### src/rtl/sha256_msg_padder.sv
// Byte-serial SHA-256 message padder: packs bytes big-endian into 16-word blocks and
// appends 0x80, zero fill and the 64-bit bit length. Optional macro: SHA256_PAD_LEN_ERR_EN.
//
// state | meaning
// DATA  | accept message bytes from the input stream
// PAD80 | insert the 0x80 terminator byte
// ZERO  | insert 0x00 fill until block index 56
// LEN   | insert the 8 length bytes, MSB first
module sha256_msg_padder #(
    parameter int LEN_W = 64
) (
    input  logic        clk,
    input  logic        rst,
    input  logic        in_valid,
    output logic        in_ready,
    input  logic [7:0]  in_data,
    input  logic        in_keep,
    input  logic        in_last,
    output logic        out_valid,
    input  logic        out_ready,
    output logic [31:0] out_data,
    output logic        out_sob,
    output logic        out_eob,
    output logic        out_eom,
    output logic        len_err
);

    localparam int CNT_W = LEN_W - 3;

    typedef enum logic [1:0] {DATA, PAD80, ZERO, LEN} state_t;

    state_t           state, state_nxt;
    logic [5:0]       idx;
    logic [5:0]       idx_inc;
    logic [CNT_W-1:0] byte_cnt;
    logic [CNT_W-1:0] cnt_next;
    logic [23:0]      asm_reg;
    logic [63:0]      bit_len;
    logic             advance;
    logic             in_fire;
    logic             wr_en;
    logic [7:0]       wr_byte;
    logic             cnt_inc;
    logic             msg_done;

    // The byte engine only moves when the output register can take a new word.
    assign advance  = !out_valid || out_ready;
    assign in_ready = (state == DATA) && advance && !rst;
    assign in_fire  = in_valid && in_ready;
    assign idx_inc  = idx + 6'd1;
    assign bit_len  = 64'({byte_cnt, 3'b000});

    always_ff @(posedge clk) begin
        if (rst) begin
            state <= DATA;
        end else begin
            state <= state_nxt;
        end
    end

    always_comb begin
        state_nxt = state;
        wr_en     = 1'b0;
        wr_byte   = 8'h00;
        cnt_inc   = 1'b0;
        msg_done  = 1'b0;
        case (state)
            DATA: begin
                if (in_fire) begin
                    wr_en   = in_keep;
                    wr_byte = in_data;
                    cnt_inc = in_keep;
                    if (in_last) begin
                        state_nxt = PAD80;
                    end
                end
            end
            PAD80: begin
                if (advance) begin
                    wr_en     = 1'b1;
                    wr_byte   = 8'h80;
                    state_nxt = (idx_inc == 6'd56) ? LEN : ZERO;
                end
            end
            ZERO: begin
                if (advance) begin
                    wr_en = 1'b1;
                    if (idx_inc == 6'd56) begin
                        state_nxt = LEN;
                    end
                end
            end
            LEN: begin
                if (advance) begin
                    wr_en = 1'b1;
                    case (idx[2:0])
                        3'd0:    wr_byte = bit_len[63:56];
                        3'd1:    wr_byte = bit_len[55:48];
                        3'd2:    wr_byte = bit_len[47:40];
                        3'd3:    wr_byte = bit_len[39:32];
                        3'd4:    wr_byte = bit_len[31:24];
                        3'd5:    wr_byte = bit_len[23:16];
                        3'd6:    wr_byte = bit_len[15:8];
                        default: wr_byte = bit_len[7:0];
                    endcase
                    if (idx == 6'd63) begin
                        state_nxt = DATA;
                        msg_done  = 1'b1;
                    end
                end
            end
            default: state_nxt = DATA;
        endcase
    end

    // Blocks always start on a word boundary, so the byte lane is the low index bits.
    always_ff @(posedge clk) begin
        if (rst) begin
            idx       <= 6'd0;
            byte_cnt  <= '0;
            asm_reg   <= 24'd0;
            out_valid <= 1'b0;
            out_data  <= 32'd0;
            out_sob   <= 1'b0;
            out_eob   <= 1'b0;
            out_eom   <= 1'b0;
        end else begin
            if (wr_en) begin
                idx <= idx_inc;
                case (idx[1:0])
                    2'd0:    asm_reg[23:16] <= wr_byte;
                    2'd1:    asm_reg[15:8]  <= wr_byte;
                    2'd2:    asm_reg[7:0]   <= wr_byte;
                    default: ;
                endcase
            end
            if (wr_en && (idx[1:0] == 2'd3)) begin
                out_valid <= 1'b1;
                out_data  <= {asm_reg, wr_byte};
                out_sob   <= (idx[5:2] == 4'd0);
                out_eob   <= (idx[5:2] == 4'd15);
                out_eom   <= msg_done;
            end else if (out_ready) begin
                out_valid <= 1'b0;
            end
            if (msg_done) begin
                byte_cnt <= '0;
            end else if (cnt_inc) begin
                byte_cnt <= cnt_next;
            end
        end
    end

`ifdef SHA256_PAD_LEN_ERR_EN
    logic cnt_full;

    assign cnt_full = &byte_cnt;
    assign cnt_next = cnt_full ? byte_cnt : byte_cnt + CNT_W'(1);

    always_ff @(posedge clk) begin
        if (rst) begin
            len_err <= 1'b0;
        end else if (cnt_inc && cnt_full) begin
            len_err <= 1'b1;
        end
    end
`else
    assign cnt_next = byte_cnt + CNT_W'(1);
    assign len_err  = 1'b0;
`endif

endmodule

### config.mk
export PLATFORM = sky130hd
export DESIGN_NAME = sha256_msg_padder
export DESIGN_NICKNAME = d
export VERILOG_FILES = /design/src/rtl/sha256_msg_padder.sv
export SDC_FILE = /design/constraint.sdc
export NUM_CORES = 1
export LEC_CHECK = 0
export BUFFER_PORTS_ARGS = -buffer_cell sky130_fd_sc_hd__buf_2
export CORE_MARGIN = 10
export CORE_UTILIZATION = 60
export DETAILED_ROUTE_END_ITERATION = 10
export HOLD_SLACK_MARGIN = 0.03
export PLACE_DENSITY = 0.91
export SYNTH_ARGS = -nofsm -noshare
export SYNTH_HDL_FRONTEND = slang
export SYNTH_SLANG_ARGS = --single-unit
### constraint.sdc
create_clock -name clk -period 3.5 [get_ports clk]
set_input_delay 0.7 -clock clk [delete_from_list [all_inputs] [get_ports clk]]
set_output_delay 0.7 -clock clk [all_outputs]
set_load 0.01 [all_outputs]
# Yosys cells after proc, flatten, opt, wreduce, memory -nomap -nowiden
# Index checks and enable logic that the tools add are counted.
# Widths: inputs -> output; s select.
[word_totals]
reg_bits = 129
inputBits = 14
out_inout_bits = 38
elab_cells = 76
[classes]
n_addsub = 2
eq_ne = 22
n_mux = 23
n_reduce_logical = 18
[op_table]
columns = ["operator", "n"]
rows = [
  ["$add 61x1->61 const B", 1],
  ["$pmux 8 s7", 1],
  ["$mux 8", 3],
  ["$pmux 8 s3", 1],
  ["$mux 2", 7],
  ["$ne 2x2->1 const B", 7],
  ["$eq 6x6->1 const B", 2],
  ["$eq 3x3->1 const B", 3],
  ["$mux 1", 9],
  ["$eq 2x2->1 const B", 4],
  ["$pmux 2 s4", 1],
  ["$reduce_and 7->1", 1],
  ["$add 6x1->6 const B", 1],
  ["$eq 3x2->1 const B", 2],
  ["$reduce_and 2->1", 3],
  ["$eq 2x1->1 const B", 2],
  ["$eq 4x4->1 const B", 1],
  ["$logic_and 1x1->1", 4],
  ["$logic_not 2->1", 2],
  ["$logic_not 4->1", 1],
  ["$eq 3x1->1 const B", 1],
  ["$logic_not 3->1", 1],
  ["$reduce_or 3->1", 1],
  ["$logic_not 1->1", 2],
  ["4 further kinds", 4],
]

# Logic depth before layout (Yosys ltp)
[depth]
ltp_word = 9
depth_mapped = 10
mapped_depth_nobuf = 7

# Worst setup path after synthesis
# No wires, ideal clock.
[synth_path]
path_type = "flip-flop to flip-flop"
start = "register idx[2]"
end = "register asm_reg[14]"
setup_time_ps = 74
t_arrival_ps = 2582
required_ps = 3426
setup_slack_ps = 844
path_stages_with_launch = 10
n_path_buf = 3
synth_period_minus_slack_ps = 2656
path_cell_list = "dfxtp_1 -> clkbuf_1 -> clkbuf_1 -> inv_1 -> ha_1 -> clkbuf_1 -> nor4_1 -> a22oi_1 -> a211o_1 -> o21ai_0"
[synth_between]
elab_chain_len = 4
word_cells_on_any_way = 10
classes_between = "eq/ne: 6; mux: 3; reduce/logical: 1"
[synth_rtl]
columns = ["item", "line", "rtl"]
rows = [
  ["start, declared", "33", "logic [5:0] idx;"],
  ["start signal, assigned", "129", "idx <= idx_inc;"],
  ["$eq 3x3->1, or another cell as far along", "96", "case (idx[2:0])"],
  ["$pmux 8 s7 *", "96", ""],
  ["$mux 8 *", "94", "if (advance) begin"],
  ["$pmux 8 s3 *", "67", "case (state)"],
  ["end signal, assigned", "132", "2'd1: asm_reg[15:8] <= wr_byte;"],
  ["end, declared", "37", "logic [23:0] asm_reg;"],
]
# Every way passes the cells marked *; elsewhere a longest branch is shown, timed or not.
# A chain may end at the register's enable or synchronous reset.

# Worst setup path in the final report
[layout_path]
start = "register state[0]"
end = "register byte_cnt[45]"
[layout_between]
elab_chain_len = 6
word_cells_on_any_way = 9
classes_between = "eq/ne: 1; mux: 3; reduce/logical: 5"
[layout_rtl]
columns = ["item", "line", "rtl"]
rows = [
  ["start, declared", "32", "state_t state, state_nxt;"],
  ["start signal, assigned", "57", "state <= state_nxt;"],
  ["$logic_not 2->1", "48, 67", ""],
  ["$logic_and 1x1->1 (2 in series)", "48", "assign in_ready = (state == DATA) && advance && !rst;"],
  ["$logic_and 1x1->1", "49", "assign in_fire = in_valid && in_ready;"],
  ["$mux 1", "69", "if (in_fire) begin"],
  ["$mux 1", "67", ""],
  ["end signal, assigned", "149", "byte_cnt <= cnt_next;"],
  ["end, declared", "35", "logic [CNT_W-1:0] byte_cnt;"],
]
# Several ways; a longest one is shown, not always the timed one.

==> results.cfg <==
[outcome]
status = finished, final reports clean

[worst_hold_path]
hp-class = reg2reg
min_path_cells = 2
min_from = asm_reg[4]
hold_end = out_data[12]

[synthesis]
yosysWarnings = 0
avgSynthCellArea_sq_um = 8.10
synthArstFlopShare_pct = 0
synthTopCellsByArea = dfxtp_1 (41%), nand2_1 (6.8%), a21oi_1 (6.6%)
synth_ff_type = dfxtp_1
ys_ff_latch = 129
post-synth-top-area-cell = dfxtp_1
synth.cell_area_sq_um = 6240
synth_top_area_share_pct = 41.4
ys_seq_area_share_pct = 41.4
synth_edf_count = 0
syn_nets = 798
syn_inst = 771
yosysUniqueCellTypes = 54

[floorplan]
die_w_um = 122
start_util_pct = 61.0
core_region_area_sq_um = 10200
rows = 37
fp.dieH_um = 122
ios = 52
die_area_sq_um = 14900

[power]
cellPowerDensity_nw_per_um2 = 562
vdd_ir_drop_max_v = 0.000543
leakagePower_nw = 2.42
p_total_mw = 4.00

[clocking]
root_buffer = clkbuf_8
ctsLongestPathBuffers = 2
cts.clk_slew.worst_paths_ns = 0.07
clkLatencyLatePin_ns = 0.54
clock_sinks = 129
ctsHoldBuffers = 0
htreeDepth = 4
cts_setup_buffers = 0
cts-resized-gates = 0
cts_buffers = 17
cts_tree = built

[worst_setup_path]
path_max_fanout = 28
path_common_cell = or4_1
crit_type = reg2reg
worstReg2RegStart = state[0]
reg2regPathDepth = 7
cp_cell_sequence = inv_1 > ha_1 > and3b_1 > nand4_1 > or4_1 > or4_1 > a21oi_1
cp.arrival_ns = 3.48
cpPeakStageDelay_ns = 0.85
crit_slowest_cell = or4_1
reg2reg_slack_ns = 0.47
cp.required_ns = 3.95
worstReg2RegEnd = byte_cnt[45]
critPathLaunchType = register
cp-end-kind = register

[routing]
drt_iter0_markers = 939
wl_mm = 17.5
vias = 6209
wl_per_cell_um = 18.6
postRouteAntennaNets = 0
drc = 0
vias_per_cell = 6.59
drtPass1Iterations = 9

[layout]
layout-drive-gt1-share_pct = 13.8
fillers = 730
nets = 820
register_area_sq_um = 2580
diodes = 0
largest_reg_flops = 61
area_growth_pct = 14.0
multi_input_area_sq_um = 3380

[global_route]
grt_first_pass_wirelength_mm = 28.3
first_global_vias = 5725
track_usage_pct = 23.1
antenna_found_initial = 0
gr-total-overflow = 0
grt_max_degree = 44

[sta]
maxSlewViolCount = 0
worst_pin_slew_ns = 0.946
slew_headroom_pct = 36.9
period_minus_slack_ns = 3.03
finClkSkew_ns = 0.0122
tns_ns = 0
fmax_ghz = 0.330
post-route-period-util_pct = 86.5
finalSetupViolations = 0
rsz0062_at_grt = no
fin_hold_ws_ns = 0.453
hold_viol_final = 0

[placed_design]
numPortBuffers = 50
hpwl_mm = 11.9
gp_congestion = 0.948

[job]
drv_cap = 0
[power by group]
| part | leakage (nW) | internal [mW] | total (mW) | switching (mW) |
|---|---|---|---|---|
| Sequential | 1.04 | 1.52 | 1.58 | 0.0592 |
| Combinational | 1.10 | 0.216 | 0.713 | 0.497 |
| Clock | 0.281 | 0.921 | 1.71 | 0.785 |
[worst max-delay path, delay by kind of cell, from the launching register on]
family | cells | cell delay [ns]
AND/OR/NAND/NOR | 4 | 1.92
flip-flops | 1 | 0.35
adder cells (fa/ha/maj) | 1 | 0.33
buffers and inverters | 1 | 0.16
AO/OA/AOI/OAI | 1 | 0.16
[cell families (layout without fill, tap and decap cells)]
group           after synthesis  count (layout)  synth area share (%)
flops                       129             129                  41.4
mux                          12              12                  2.12
simple gates                328             328                  27.2
fa+ha+maj                    13              13                  2.60
buf+inv                      74             109                  4.67
compound gates              193             193                  19.0
xor+xnor                     21              21                  2.95
other cells                   1               1                0.0601
[how the worst max path moves through the flow]
stage                  start  cells after the start  slack [ns]      endpoint
global route        state[0]                      7        0.28  byte_cnt[55]
finish              state[0]                      7        0.47  byte_cnt[45]
floorplan             idx[2]                      9        0.84   asm_reg[14]
global placement         rst                      6        0.64  byte_cnt[57]
detailed placement  state[0]                      7        0.52  byte_cnt[45]
CTS                 state[0]                      7        0.49  byte_cnt[45]
[cells in the mapped netlist, drive strengths merged (8+ instances only)]
library cell	number
dfxtp	129
nand2	113
a21oi	82
nand3	57
clkbuf	51
o21ai	35
nor2	34
or4	32
o31ai	28
nand4	21
xnor2	19
or3	18
inv	16
ha	13
mux2	10
and4	9
nor4	9
a31oi	8
and3	8
[through the flow]
step	std cells	instance area, sq um	utilization, %	setup WS [ns]
2_1_floorplan	771	6240	-	0.844
3_3_place_gp	910	6540	63.9	0.641
3_5_place_dp	910	6540	63.9	0.519
4_1_cts	942	7120	69.6	0.493
5_1_grt	942	7120	69.6	0.280
6_report	942	7120	69.6	0.474
[placed cells by master, fill, tap and decap left out, types with 3 or more instances in the layout]
cell,n
dfxtp_1,129
nand2_1,113
a21oi_1,82
nand3_1,57
buf_2,50
o21ai_0,35
nor2_1,34
or4_1,32
o31ai_1,28
nand4_1,20
xnor2_1,19
or3_1,18
inv_1,16
clkbuf_16,16
ha_1,13
mux2_2,10
buf_4,10
nor4_1,9
and3_1,8
a31oi_1,8
and4_1,7
nor3_1,7
a222oi_1,7
a22oi_1,7
and2_1,7
inv_8,5
nor2b_1,4
a221oi_1,4
a41oi_1,3
o21a_1,3
clkinv_4,3
inv_6,3
clkinv_8,3
[routing by layer]
metal / track usage [%] / vias to the layer above / share of wire, %
li1: - / 2879 / -
met1: 28.7 / 2893 / 40
met2: 36.8 / 372 / 47
met3: 5.64 / 65 / 9.8
met4: 11.3 / 0 / 3.3
met5: 0 / - / 0
[layout make-up]
type	count	area share, %
multi-input cells	568	47.5
repair buffers	61	4.85
flip-flops and latches	129	36.3
inverters	16	0.843
clock inverters	15	2.32
well taps	136	2.39
clock buffers	17	5.82
(Power assumes the default switching activity.)
